===== src/rtl/simp_operand_stage.sv =====
// Decode/operand-fetch stage feeding the 16-bit ALU; owns the 8-entry register file.
// Optional macro SIMP_WB_BYPASS_EN forwards a same-cycle writeback into the fetched operands.
module simp_operand_stage #(
  parameter int unsigned DATA_W = 16,
  parameter int unsigned REG_AW = 3
) (
  input  logic              clk,
  input  logic              rst,
  input  logic              in_valid,
  output logic              in_ready,
  input  logic [15:0]       in_instr,
  input  logic              flush,
  input  logic              wb_en,
  input  logic [REG_AW-1:0] wb_addr,
  input  logic [DATA_W-1:0] wb_data,
  output logic              alu_valid,
  input  logic              alu_ready,
  output logic [2:0]        alu_ctrl,
  output logic [DATA_W-1:0] alu_a,
  output logic [DATA_W-1:0] alu_b,
  output logic [REG_AW-1:0] alu_rd
);

  localparam int unsigned NREG = 1 << REG_AW;

  logic [DATA_W-1:0] rf_q [NREG];

  logic              valid_q, valid_d;
  logic [2:0]        ctrl_q;
  logic [DATA_W-1:0] a_q, b_q;
  logic [REG_AW-1:0] rd_q;

  logic [2:0]        op;
  logic              imm_sel;
  logic [REG_AW-1:0] rd, rs1, rs2;
  logic [DATA_W-1:0] rs1_val, rs2_val, b_val;
  logic              xfer;

  assign op      = in_instr[15:13];
  assign imm_sel = in_instr[12];
  assign rd      = in_instr[11:9];
  assign rs1     = in_instr[8:6];
  assign rs2     = in_instr[5:3];

  assign in_ready = !valid_q || alu_ready;
  assign xfer     = in_valid && in_ready;

  always_comb begin
    rs1_val = (rs1 == '0) ? '0 : rf_q[rs1];
    rs2_val = (rs2 == '0) ? '0 : rf_q[rs2];
`ifdef SIMP_WB_BYPASS_EN
    if (wb_en && (wb_addr == rs1) && (rs1 != '0)) rs1_val = wb_data;
    if (wb_en && (wb_addr == rs2) && (rs2 != '0)) rs2_val = wb_data;
`endif
    b_val = imm_sel ? {{(DATA_W-6){1'b0}}, in_instr[5:0]} : rs2_val;
  end

  always_comb begin
    valid_d = valid_q;
    if (flush)          valid_d = 1'b0;
    else if (xfer)      valid_d = 1'b1;
    else if (alu_ready) valid_d = 1'b0;
  end

  always_ff @(posedge clk or posedge rst) begin
    if (rst) begin
      for (int unsigned i = 0; i < NREG; i++) rf_q[i] <= '0;
    end else if (wb_en && (wb_addr != '0)) begin
      rf_q[wb_addr] <= wb_data;
    end
  end

  // A flushed transfer is dropped entirely, so the data registers only load on a kept transfer.
  always_ff @(posedge clk or posedge rst) begin
    if (rst) begin
      valid_q <= 1'b0;
      ctrl_q  <= '0;
      a_q     <= '0;
      b_q     <= '0;
      rd_q    <= '0;
    end else begin
      valid_q <= valid_d;
      if (xfer && !flush) begin
        ctrl_q <= op;
        a_q    <= rs1_val;
        b_q    <= b_val;
        rd_q   <= rd;
      end
    end
  end

  assign alu_valid = valid_q;
  assign alu_ctrl  = ctrl_q;
  assign alu_a     = a_q;
  assign alu_b     = b_q;
  assign alu_rd    = rd_q;

endmodule

===== config.mk =====
export PLATFORM = sky130hd
export DESIGN_NAME = simp_operand_stage
export DESIGN_NICKNAME = d
export VERILOG_FILES = /design/src/rtl/simp_operand_stage.sv
export SDC_FILE = /design/constraint.sdc
export NUM_CORES = 1
export LEC_CHECK = 0
export CAP_MARGIN = 20
export CORE_MARGIN = 4
export CORE_UTILIZATION = 35
export DETAILED_ROUTE_END_ITERATION = 6
export MAX_ROUTING_LAYER = met4
export SLEW_MARGIN = 20
export SYNTH_ARGS = -nofsm -noshare
export SYNTH_HDL_FRONTEND = slang
export SYNTH_SLANG_ARGS = --single-unit

===== constraint.sdc =====
create_clock -name clk -period 6.4 [get_ports clk]
set_input_delay 1.92 -clock clk [delete_from_list [all_inputs] [get_ports clk]]
set_output_delay 1.92 -clock clk [all_outputs]
set_load 0.02 [all_outputs]

After elaboration in Yosys (flattened, before gate mapping)
Cells that the tools add are included.
{ "word_totals": {"regBits": 167, "out_inout_bits": 40} }
{ "op_classes": {"n_reduce_logical": 11, "mux": 15, "order_cmp": 4, "bitwise": 3} }
{ "ops": {"columns": ["op", "count"], "rows": [
  ["128-bit bitwise mux", 1],
  ["16-bit 2-to-1 mux", 8],
  ["16-bit binary-select mux with 3-bit select", 2],
  ["16-bit demux with 3-bit select", 1],
  ["4-bit >= comparator, second input constant", 3],
  ["3-bit inverter with 4-bit output", 3],
  ["3-bit zero test", 2],
  ["3-bit nonzero test", 2],
  ["1-bit logical AND", 4],
  ["4-bit by 1-bit < comparator with 1-bit output, second input constant", 1],
  ["1-bit 2-to-1 mux", 3],
  ["1-bit zero test", 2],
  ["1-bit logical OR", 1]
]} }

Logic depth before layout (Yosys ltp)
Gate-level depths: netlist of the first run.
{ "depth": {"depth_word": 6, "mapped_depth": 6, "depth_no_buf": 4} }

Least setup slack after synthesis of the first run
OpenSTA, ideal clock, no wires.
{ "synth_path": {"path_type": "input port to output port", "from": "input port alu_ready", "to": "output port in_ready", "slack_ns": 2.325, "required_ns": 4.480, "arrival_time_ns": 2.155, "path_stages": 1, "path_buffers": 0, "path_cell_list": "nand2b_1"} }
{ "synth_via": {"elab_chain_cells": 1} }
{ "synth_lines": {"columns": ["element", "line", "text"], "rows": [
  ["start: declaration", "17", "input logic alu_ready,"],
  ["1-bit logical OR", "45", "assign in_ready = !valid_q || alu_ready;"],
  ["end: declaration", "10", "output logic in_ready,"]
]} }
No other way between the ends.

Worst setup path after layout of the first run
Ends and elaborated chain as after synthesis.

==> impl_results.md, run 1 <==
- Run status: complete, no violations
- CTS clock-pin slew for the worst setup and hold paths: 0.06 ns
- Synthesis-stage register bit count: 151
- Largest voltage drop on the vdd net: 0.154 mV
- CTS root buf: clkbuf_16
- Combined global-route utilization of all metal layers: 17.4%
- Number of synthesized flops with an enable pin: 0
- Buffer depth of the longest clock path: 2
- Period minus WS final: 5.05 ns
- # setup viols final: 0
- Proportion of synthesized flip-flops having asynchronous set or reset: 100%
- Proportion of layout cells with a drive suffix above 1: 36.9%
- CP startpoint kind: primary input
- Post-route insts no fill: 901
- Clock buffers created by TritonCTS: 17
- Transition time of the tightest slew-check pin: 1.05 ns
- Cell repeated most along the worst path: clkdlybuf4s50_1
- Combined area of all synthesized cells: 0.00744 mm²
- Critical Path Max Stage Delay: 0.61 ns
- Die ar.: 0.0237 mm²
- Kind of cell adding the most delay to the critical path: buffers and inverters
- Post-DR wirelength/cell: 21.6 µm
- Hold path cells: 2
- Ratio of final minimum period to clock period: 78.9%
- Mean instance size in the synthesized netlist: 13.7 µm²
- Number of I/O port buffers: 80
- Max FO, Critical Path: 3
- Util after Layout: 43.6%
- Effective utilization at floorplan: 35.5%
- Sum of routed wire length over all layers: 19400 µm
- Setup repair bufs after CTS: 0
- Capturing point of the worst reg2reg path: alu_b[5]
- Type of the most critical hold path: reg2reg
- Die Y: 154 µm
- Final setup slack of the worst path: 1.35 ns
- Final routed DRC violation total: 0
- TritonCTS sink count: 151
- Vias per cell: 5.53
- Critical path class: in2out
- Global-route congestion overflow total: 0
- End of the worst hold path: alu_b[0]
- Global-route wire length before repair: 31000 µm
- RD Place Congestion: 0.788
- Via count of the first global-routing pass: 5405
- Startpoint of the lowest-slack hold path: alu_b[0]
- Maximum number of pins on one net before global-route repair: 116
- H-Tree Depth: 4
- ANT nets after route: 0
- Crit Reg-Reg Startpoint: alu_valid
- Number of hold-slack violations in the final timing report: 0
- Crit path required time: 4.48 ns
- Commonest cells in the synthesized netlist: 151 x dfrtp_1, 149 x mux2_2, 32 x nand2_1
- TNS Setup: 0 ns
- RSZ-0062 raised after global routing: no
- Share of the yosys chip area belonging to registers: 50.8%
- Power Density: 331 mW/mm²
- Library cells used by synthesis: 35
- DP Worst Slack: 1.35 ns
- Proportion of netlist area held by the largest area contributor: 50.8%
- FILL cells: 1900
- IO Pins: 81
- Total leakage power: 3.74 nW
- Hold Buf Count CTS: 0
- Maximum clock skew at final layout: 0.00575 ns
- HPWL reported at the end of detailed placement: 11800 µm
- Floorplan die width: 154 µm
- Depth of the worst register-to-register path: 4
- Capturing element type of the critical path: primary output
- CP Data Arrival Time: 3.13 ns
- Count of inserted antenna diode cells: 0
- TritonRoute pass-1 iters: 4
- Nets in the synthesized netlist: 585
- Worst rel slew slack: 30.3%
- DP Cell Count: 869
- Worst Hold Slack: 0.478 ns
- Routed via count: 4982
- Area Growth Syn to Fin: 22.6%
- Leading area contributor after synthesis: dfrtp_1
- CTS tree: done
- Initial antenna violation count: 0
- Number of nets in the layout: 654
- Crit path max-delay cell type: clkdlybuf4s50_1
- Count of instances resized after the clock tree is built: 0
- Starting DRT DRC Count: 327
- Row Count: 53
- Maximum frequency from static timing analysis: 0.198 GHz
- Commonest register cell after synthesis: dfrtp_1
- Setup slack, reg-to-reg: 4.22 ns
- Cells taking the most area after synthesis: dfrtp_1 51%, mux2_2 23%, mux4_2 8.8%, a221oi_1 3.1%, o31ai_1 1.9%
- Most frequent cell after synthesis: dfrtp_1
- Worst path cell trace: clkdlybuf4s50_1 > nand2b_1 > clkdlybuf4s50_1
- Core box area: 0.0210 mm²
- Max Transition Viols Final: 0
- Number of warning messages in the yosys log: 0
- Buffers & Inverters on Critical Path: 2
- Clock insertion delay at the later pin of the skew report: 0.42 ns
- Max-cap violations: 0
- Cell count after synthesis: 544
-- cell type report --
| cell class | count | area (µm²) | share of cell area (%) |
|---|---|---|---|
| Clock buffer | 23 | 468 | 5.13 |
| Clock inverter | 9 | 148 | 1.62 |
| Inverter | 6 | 30.0 | 0.329 |
| Multi-Input combinational cell | 340 | 3440 | 37.7 |
| Sequential cell | 151 | 3780 | 41.4 |
| Tap cell | 275 | 344 | 3.77 |
| Timing Repair Buffer | 97 | 913 | 10.0 |
-- metal layers --
metal | track usage, % | routed length, µm | vias up | part of all wire [%]
li1 | - | - | 2201 | -
met1 | 21.1 | 8230 | 2620 | 42
met2 | 29.2 | 9990 | 132 | 51
met3 | 3.49 | 838 | 29 | 4.3
met4 | 6.22 | 386 | 0 | 2.0
met5 | - | 0 | - | 0
-- worst max-delay path by stage --
stage	start	endpoint	slack, ns	cells after the start
floorplan	rst	alu_a[0]	0.42	1
global placement	alu_ready	in_ready	1.36	3
detailed placement	alu_ready	in_ready	1.35	3
CTS	alu_ready	in_ready	1.34	3
global route	alu_ready	in_ready	1.30	3
finish	alu_ready	in_ready	1.35	3
-- registers in the layout, indices dropped and copies added (netlist names) --
signal / cells
alu_a: 16
alu_b: 16
alu_ctrl: 3
alu_rd: 3
alu_valid: 1
rf_q: 112
-- power by group --
| part | leakage [nW] | internal (mW) | total (mW) | switching [mW] |
|---|---|---|---|---|
| logic | 1.61 | 0.389 | 0.670 | 0.280 |
| registers | 1.84 | 1.16 | 1.30 | 0.141 |
| clock network | 0.301 | 0.670 | 1.05 | 0.384 |
| total | 3.74 | 2.22 | 3.02 | 0.805 |
-- cell families (layout without fill, tap and decap cells) --
| family | after synthesis | count (layout) | share of synthesized area (%) |
|---|---|---|---|
| compound gates | 73 | 73 | 8.02 |
| buf+inv | 53 | 135 | 3.45 |
| flops | 151 | 151 | 50.8 |
| mux | 185 | 185 | 32.3 |
| simple gates | 82 | 82 | 5.51 |
-- through the flow --
step	total power, mW	cell area [µm²]
after detailed placement	1.99	8510
after global routing	3.17	9130
after floorplan	1.74	7440
after CTS	3.05	9130
after global placement	1.96	8510
final	3.02	9130
-- tightest hold or removal path: stages, from the launching register on --
cell and delay [ns]:
dfrtp_1 0.34, nand2_1 0.05, o31ai_1 0.05
-- cells in the final DEF (no fill, tap or decap), types with 10 or more instances in the layout --
cell | synthesis | layout
a221oi_1 | 26 | 26
mux2_2 | 149 | 149
mux4_2 | 29 | 29
dfrtp_1 | 151 | 151
o31ai_1 | 19 | 19
clkbuf_16 | 0 | 17
buf_4 | 3 | 17
nand2_1 | 32 | 32
nor2b_1 | 18 | 18
o41ai_1 | 10 | 10
clkdlybuf4s50_1 | 0 | 77
nor2_1 | 15 | 15
Note: power is estimated with default switching activity, not from simulation.
==> run 2: changes to the inputs <==
clock period = 4.45 ns   (was 6.4 ns; I/O delays follow)
==> run 2 against run 1 <==
First-iteration DRC count decreased by 6.1%; via count is 0.44% higher; worst hold slack got worse by 0.0045 ns; register-to-register slack worse by 1.3 ns; non-clock buffer count up 8; combinational power up 45%; count of clock-buffer cells in the layout down 4.
==> impl_results.md, run 2 (same netlist as run 1, synthesis figures left out) <==
- Hold Buf Count CTS: 0
- Proportion of layout cells with a drive suffix above 1: 37.7%
- Crit Reg-Reg Startpoint: rf_q[1]
- Crit path max-delay cell type: clkdlybuf4s50_1
- Cell repeated most along the worst path: clkdlybuf4s50_1
- Ratio of final minimum period to clock period: 86.9%
- Capturing point of the worst reg2reg path: alu_b[1]
- CP Capture Point: in_ready
- Max reg flops: 112
- Worst rel slew slack: 55.1%
- TritonRoute pass-1 iters: 5
- CTS clock-pin slew for the worst setup and hold paths: 0.06 ns
- Setup slack, reg-to-reg: 2.87 ns
- Run status: complete, no violations
- Number of I/O port buffers: 80
- # setup viols final: 0
- Post-DR wirelength/cell: 21.6 µm
- ANT nets after route: 0
- Global-route wire length before repair: 31400 µm
- Count of instances resized after the clock tree is built: 0
- Number of nets in the layout: 662
- Max FO, Critical Path: 3
- Sum of routed wire length over all layers: 19700 µm
- CP startpoint kind: primary input
- CP Data Arrival Time: 2.53 ns
- Final routed DRC violation total: 0
- Crit path required time: 3.12 ns
- Max Transition Viols Final: 0
- Via count of the first global-routing pass: 5419
- Row Count: 53
- Final Cell Area: 0.00921 mm²
- RD Place Congestion: 0.756
- DP Worst Slack: 0.584 ns
- Type of the most critical hold path: reg2reg
- Global-route congestion overflow total: 0
- Worst path cell trace: clkdlybuf4s50_1 > nand2b_1 > clkdlybuf4s50_1
- Clock buffers created by TritonCTS: 17
- Area Growth Syn to Fin: 23.7%
- Power Density: 471 mW/mm²
- Worst Hold Slack: 0.473 ns
- Depth of the worst register-to-register path: 4
- Final setup slack of the worst path: 0.582 ns
- CTS root buf: clkbuf_16
- Largest voltage drop on the vdd net: 0.213 mV
- Critical Path Max Stage Delay: 0.61 ns
- RSZ-0062 raised after global routing: no
- Combined global-route utilization of all metal layers: 17.6%
- Maximum frequency from static timing analysis: 0.259 GHz
- TNS Setup: 0 ns
- Die ar.: 0.0237 mm²
- Instance area after placement: 0.00860 mm²
- Clock insertion delay at the later pin of the skew report: 0.42 ns
- Buffer depth of the longest clock path: 2
- Maximum number of pins on one net before global-route repair: 109
- Most common cell after layout, fill and taps aside: dfrtp_1
- Capturing element type of the critical path: primary output
- TritonCTS sink count: 151
- Core box area: 0.0210 mm²
- Register with the most flip-flops: rf_q
- Critical path launch point: alu_ready
- Setup repair bufs after CTS: 0
- Starting DRT DRC Count: 307
- IO Pins: 81
- Effective utilization at floorplan: 35.5%
- Total leakage power: 3.77 nW
- HPWL reported at the end of detailed placement: 12400 µm
- Period minus WS final: 3.87 ns
- Critical path class: in2out
- Initial antenna violation count: 1
- Number of hold-slack violations in the final timing report: 0
- CTS tree: done
- Die Y: 154 µm
- Maximum clock skew at final layout: 0.0101 ns
- H-Tree Depth: 4
- Max-cap violations: 0
- Transition time of the tightest slew-check pin: 0.672 ns
- Floorplan die width: 154 µm
- Vias per cell: 5.50
- Routed via count: 5004
- Leading cell types in the layout, fill and taps excluded: 151 x dfrtp_1, 149 x mux2_2, 79 x clkdlybuf4s50_1
==> run 2: changes by cell type in the layout (fill, tap and decap cells not counted) <==
cell and change:
buf_4 +6, clkinvlp_4 +4, buf_12 +2, buf_2 -2
clkbuf_1 -2, clkbuf_8 -2, clkdlybuf4s50_1 +2, diode_2 +1
inv_6 +1, inv_8 -1, nor3_2 +1, nor3_4 -1
==> run 2: through the flow <==
stage                     util, %  instances  power [mW]
after floorplan                 -        544        2.50
after CTS                    43.9        909        4.39
after global placement       41.0        877        2.82
after global routing         44.0        910        4.55
after detailed placement     41.0        877        2.88
final                        44.0        910        4.34
==> run 2: worst min path at each step <==
| stage | start | to | slack, ns | depth (start not counted) |
|---|---|---|---|---|
| floorplan | rf_q[34] | rf_q[34] | 0.49 | 1 |
| global placement | alu_a[12] | alu_a[12] | 0.46 | 2 |
| detailed placement | alu_b[13] | alu_b[13] | 0.46 | 2 |
| CTS | alu_b[0] | alu_b[0] | 0.48 | 2 |
| global route | alu_b[10] | alu_b[10] | 0.51 | 2 |
| finish | alu_b[0] | alu_b[0] | 0.47 | 2 |
==> run 2: layer usage <==
metal / up-vias / track usage, % / wire [µm]
li1: 2227 / - / -
met1: 2608 / 21.7 / 8380
met2: 141 / 29.4 / 10100
met3: 28 / 3.12 / 775
met4: 0 / 5.85 / 398
met5: - / - / 0
==> run 2: final cells by class <==
type / instances / area [µm²]
Fill cell: 1963 / 11700
Sequential cell: 151 / 3780
Multi-Input combinational cell: 340 / 3440
Timing Repair Buffer: 105 / 1010
Clock buffer: 19 / 433
Tap cell: 275 / 344
Clock inverter: 13 / 179
Inverter: 6 / 26.3
Antenna cell: 1 / 2.50
==> run 2: worst max-delay path, delay by kind of cell <==
kind	cells	cell delay, ns
buffers and inverters	2	1.06
and+or+nand+nor	1	0.13
==> run 2: power breakdown <==
part           internal [mW]  switching [mW]
sequential              1.67           0.208
clock                  0.935           0.559
combinational          0.567           0.406
==> run 3: changes to the inputs <==
clock period = 4.3 ns   (was 4.45 ns; I/O delays follow)
==> run 3 against run 2 <==
Sequential share of layout area increased by 0.20 points; register-to-register slack got worse by 0.13 ns; utilization is 0.21 points lower; worst hold slack better by 0.0018 ns; global-route usage is 0.064 points higher; clock skew fell by 0.0040 ns; setup slack got worse by 0.052 ns; wire length grew 0.25%; cell count shrank 0.33%; sequential cell count stayed put; non-clock buffer count unchanged; clock power is 5% lower.
==> impl_results.md, run 3 (same netlist as run 1, synthesis figures left out) <==
- Total design power: 4.35 mW
- Maximum frequency from static timing analysis: 0.265 GHz
- Max-cap violations: 0
- # setup viols final: 0
- Die ar.: 0.0237 mm²
- Vias per cell: 5.57
- Starting DRT DRC Count: 277
- Hold path cells: 2
- Maximum clock skew at final layout: 0.00605 ns
- Cell repeated most along the worst path: clkdlybuf4s50_1
- Global-route wire length before repair: 31400 µm
- Crit path max-delay cell type: clkdlybuf4s50_1
- Maximum number of pins on one net before global-route repair: 88
- CTS tree: done
- Final routed DRC violation total: 0
- Register with the most flip-flops: rf_q
- Setup repair bufs after CTS: 0
- Ratio of final minimum period to clock period: 87.7%
- Routed via count: 5050
- Largest voltage drop on the vdd net: 0.240 mV
- Kind of cell adding the most delay to the critical path: buffers and inverters
- RD Place Congestion: 0.768
- Core box area: 0.0210 mm²
- ANT nets after route: 0
- Util after Layout: 43.7%
- Combined global-route utilization of all metal layers: 17.6%
- Area used by multi-input combinational logic: 0.00344 mm²
- Crit path required time: 3.01 ns
- Crit Reg-Reg Startpoint: rf_q[1]
- Clock buffers created by TritonCTS: 17
- Worst Hold Slack: 0.475 ns
- Capturing element type of the critical path: primary output
- Count of instances resized after the clock tree is built: 0
- Startpoint of the lowest-slack hold path: alu_b[0]
- Run status: complete, no violations
- H-Tree Depth: 4
- TritonCTS sink count: 151
- Capturing point of the worst reg2reg path: alu_b[1]
- Row Count: 53
- Number of hold-slack violations in the final timing report: 0
- IO Pins: 81
- Number of I/O port buffers: 80
- Global-route congestion overflow total: 0
- Buffers & Inverters on Critical Path: 2
- Final Cell Area: 0.00917 mm²
- Area Growth Syn to Fin: 23.1%
- Sum of routed wire length over all layers: 19700 µm
- Max FO, Critical Path: 3
- CP startpoint kind: primary input
- Instance area after placement: 0.00861 mm²
- Number of nets in the layout: 662
- Worst rel slew slack: 46.6%
- Floorplan die width: 154 µm
- TNS Setup: 0 ns
- Power Density: 475 mW/mm²
- CTS clock-pin slew for the worst setup and hold paths: 0.06 ns
- Count of inserted antenna diode cells: 0
- Max Transition Viols Final: 0
- End of the worst hold path: alu_b[0]
- Cell count along the critical path: 3
- Max reg flops: 112
- CTS root buf: clkbuf_16
- Proportion of layout cells with a drive suffix above 1: 37.7%
- FILL cells: 1904
- Total leakage power: 3.76 nW
- HPWL reported at the end of detailed placement: 12200 µm
- Clock insertion delay at the later pin of the skew report: 0.42 ns
- Effective utilization at floorplan: 35.5%
- Initial antenna violation count: 0
- Worst path cell trace: clkdlybuf4s50_1 > nand2b_1 > clkdlybuf4s50_1
- RSZ-0062 raised after global routing: no
- Setup slack, reg-to-reg: 2.74 ns
- TritonRoute pass-1 iters: 4
- CP Data Arrival Time: 2.48 ns
- Buffer depth of the longest clock path: 2
- Die Y: 154 µm
- Most common cell after layout, fill and taps aside: dfrtp_1
- Transition time of the tightest slew-check pin: 0.799 ns
- Period minus WS final: 3.77 ns
- Post-DR wirelength/cell: 21.7 µm
- Leading cell types in the layout, fill and taps excluded: 151 x dfrtp_1, 149 x mux2_2, 79 x clkdlybuf4s50_1
- Critical Path Max Stage Delay: 0.61 ns
- Sequential standard cell area: 0.00378 mm²
- Critical path class: in2out
- Depth of the worst register-to-register path: 4
- Type of the most critical hold path: reg2reg
- Via count of the first global-routing pass: 5368
- Hold Buf Count CTS: 0
run 3: cell types whose count changed in the layout (fill, tap and decap cells not counted):
cell / delta
clkinv_4: +1
bufinv_16: -3
clkbuf_8: +4
inv_6: -1
clkbuf_1: -1
buf_4: -1
buf_12: +1
diode_2: -1
clkinvlp_4: -2
run 3: tightest hold or removal path: cells and delay by family, from the launching register on:
family             cells  cell delay, ns
AOI/OAI and AO/OA      1            0.05
and+or+nand+nor        1            0.05
DFF                    1            0.34
run 3: how the worst max path moves through the flow:
stage,start,endpoint,slack (ns)
after floorplan,rst,alu_a[0],1.11
after global placement,alu_ready,in_ready,0.51
after detailed placement,alu_ready,in_ready,0.53
after CTS,alu_ready,in_ready,0.52
after global routing,alu_ready,in_ready,0.49
final,alu_ready,in_ready,0.53
run 3: per-stage QoR:
step | cells | worst slack [ns]
floorplan | 544 | 1.11
global placement | 877 | 0.514
detailed placement | 877 | 0.528
CTS | 907 | 0.524
global route | 907 | 0.491
finish | 907 | 0.530
run 3: metal layers:
layer | track usage [%] | part of all wire, % | vias to the layer above
met5 | - | 0 | -
met3 | 3.46 | 6.2 | 26
met2 | 29.5 | 50 | 168
met1 | 21.6 | 41 | 2626
li1 | - | - | 2230
met4 | 5.93 | 2.2 | 0
run 3: layout make-up:
type	instances	area share, %
clock buffer	22	5.28
clock inverter	8	0.805
inverter	6	0.287
multi-input combinational	340	37.5
sequential	151	41.2
tap	275	3.75
timing repair buffer	105	11.1
run 3: report_power, final:
part | total (mW) | internal, mW | switching, mW
clock | 1.41 | 0.847 | 0.563
sequential | 1.94 | 1.72 | 0.213
combinational | 1.01 | 0.588 | 0.417
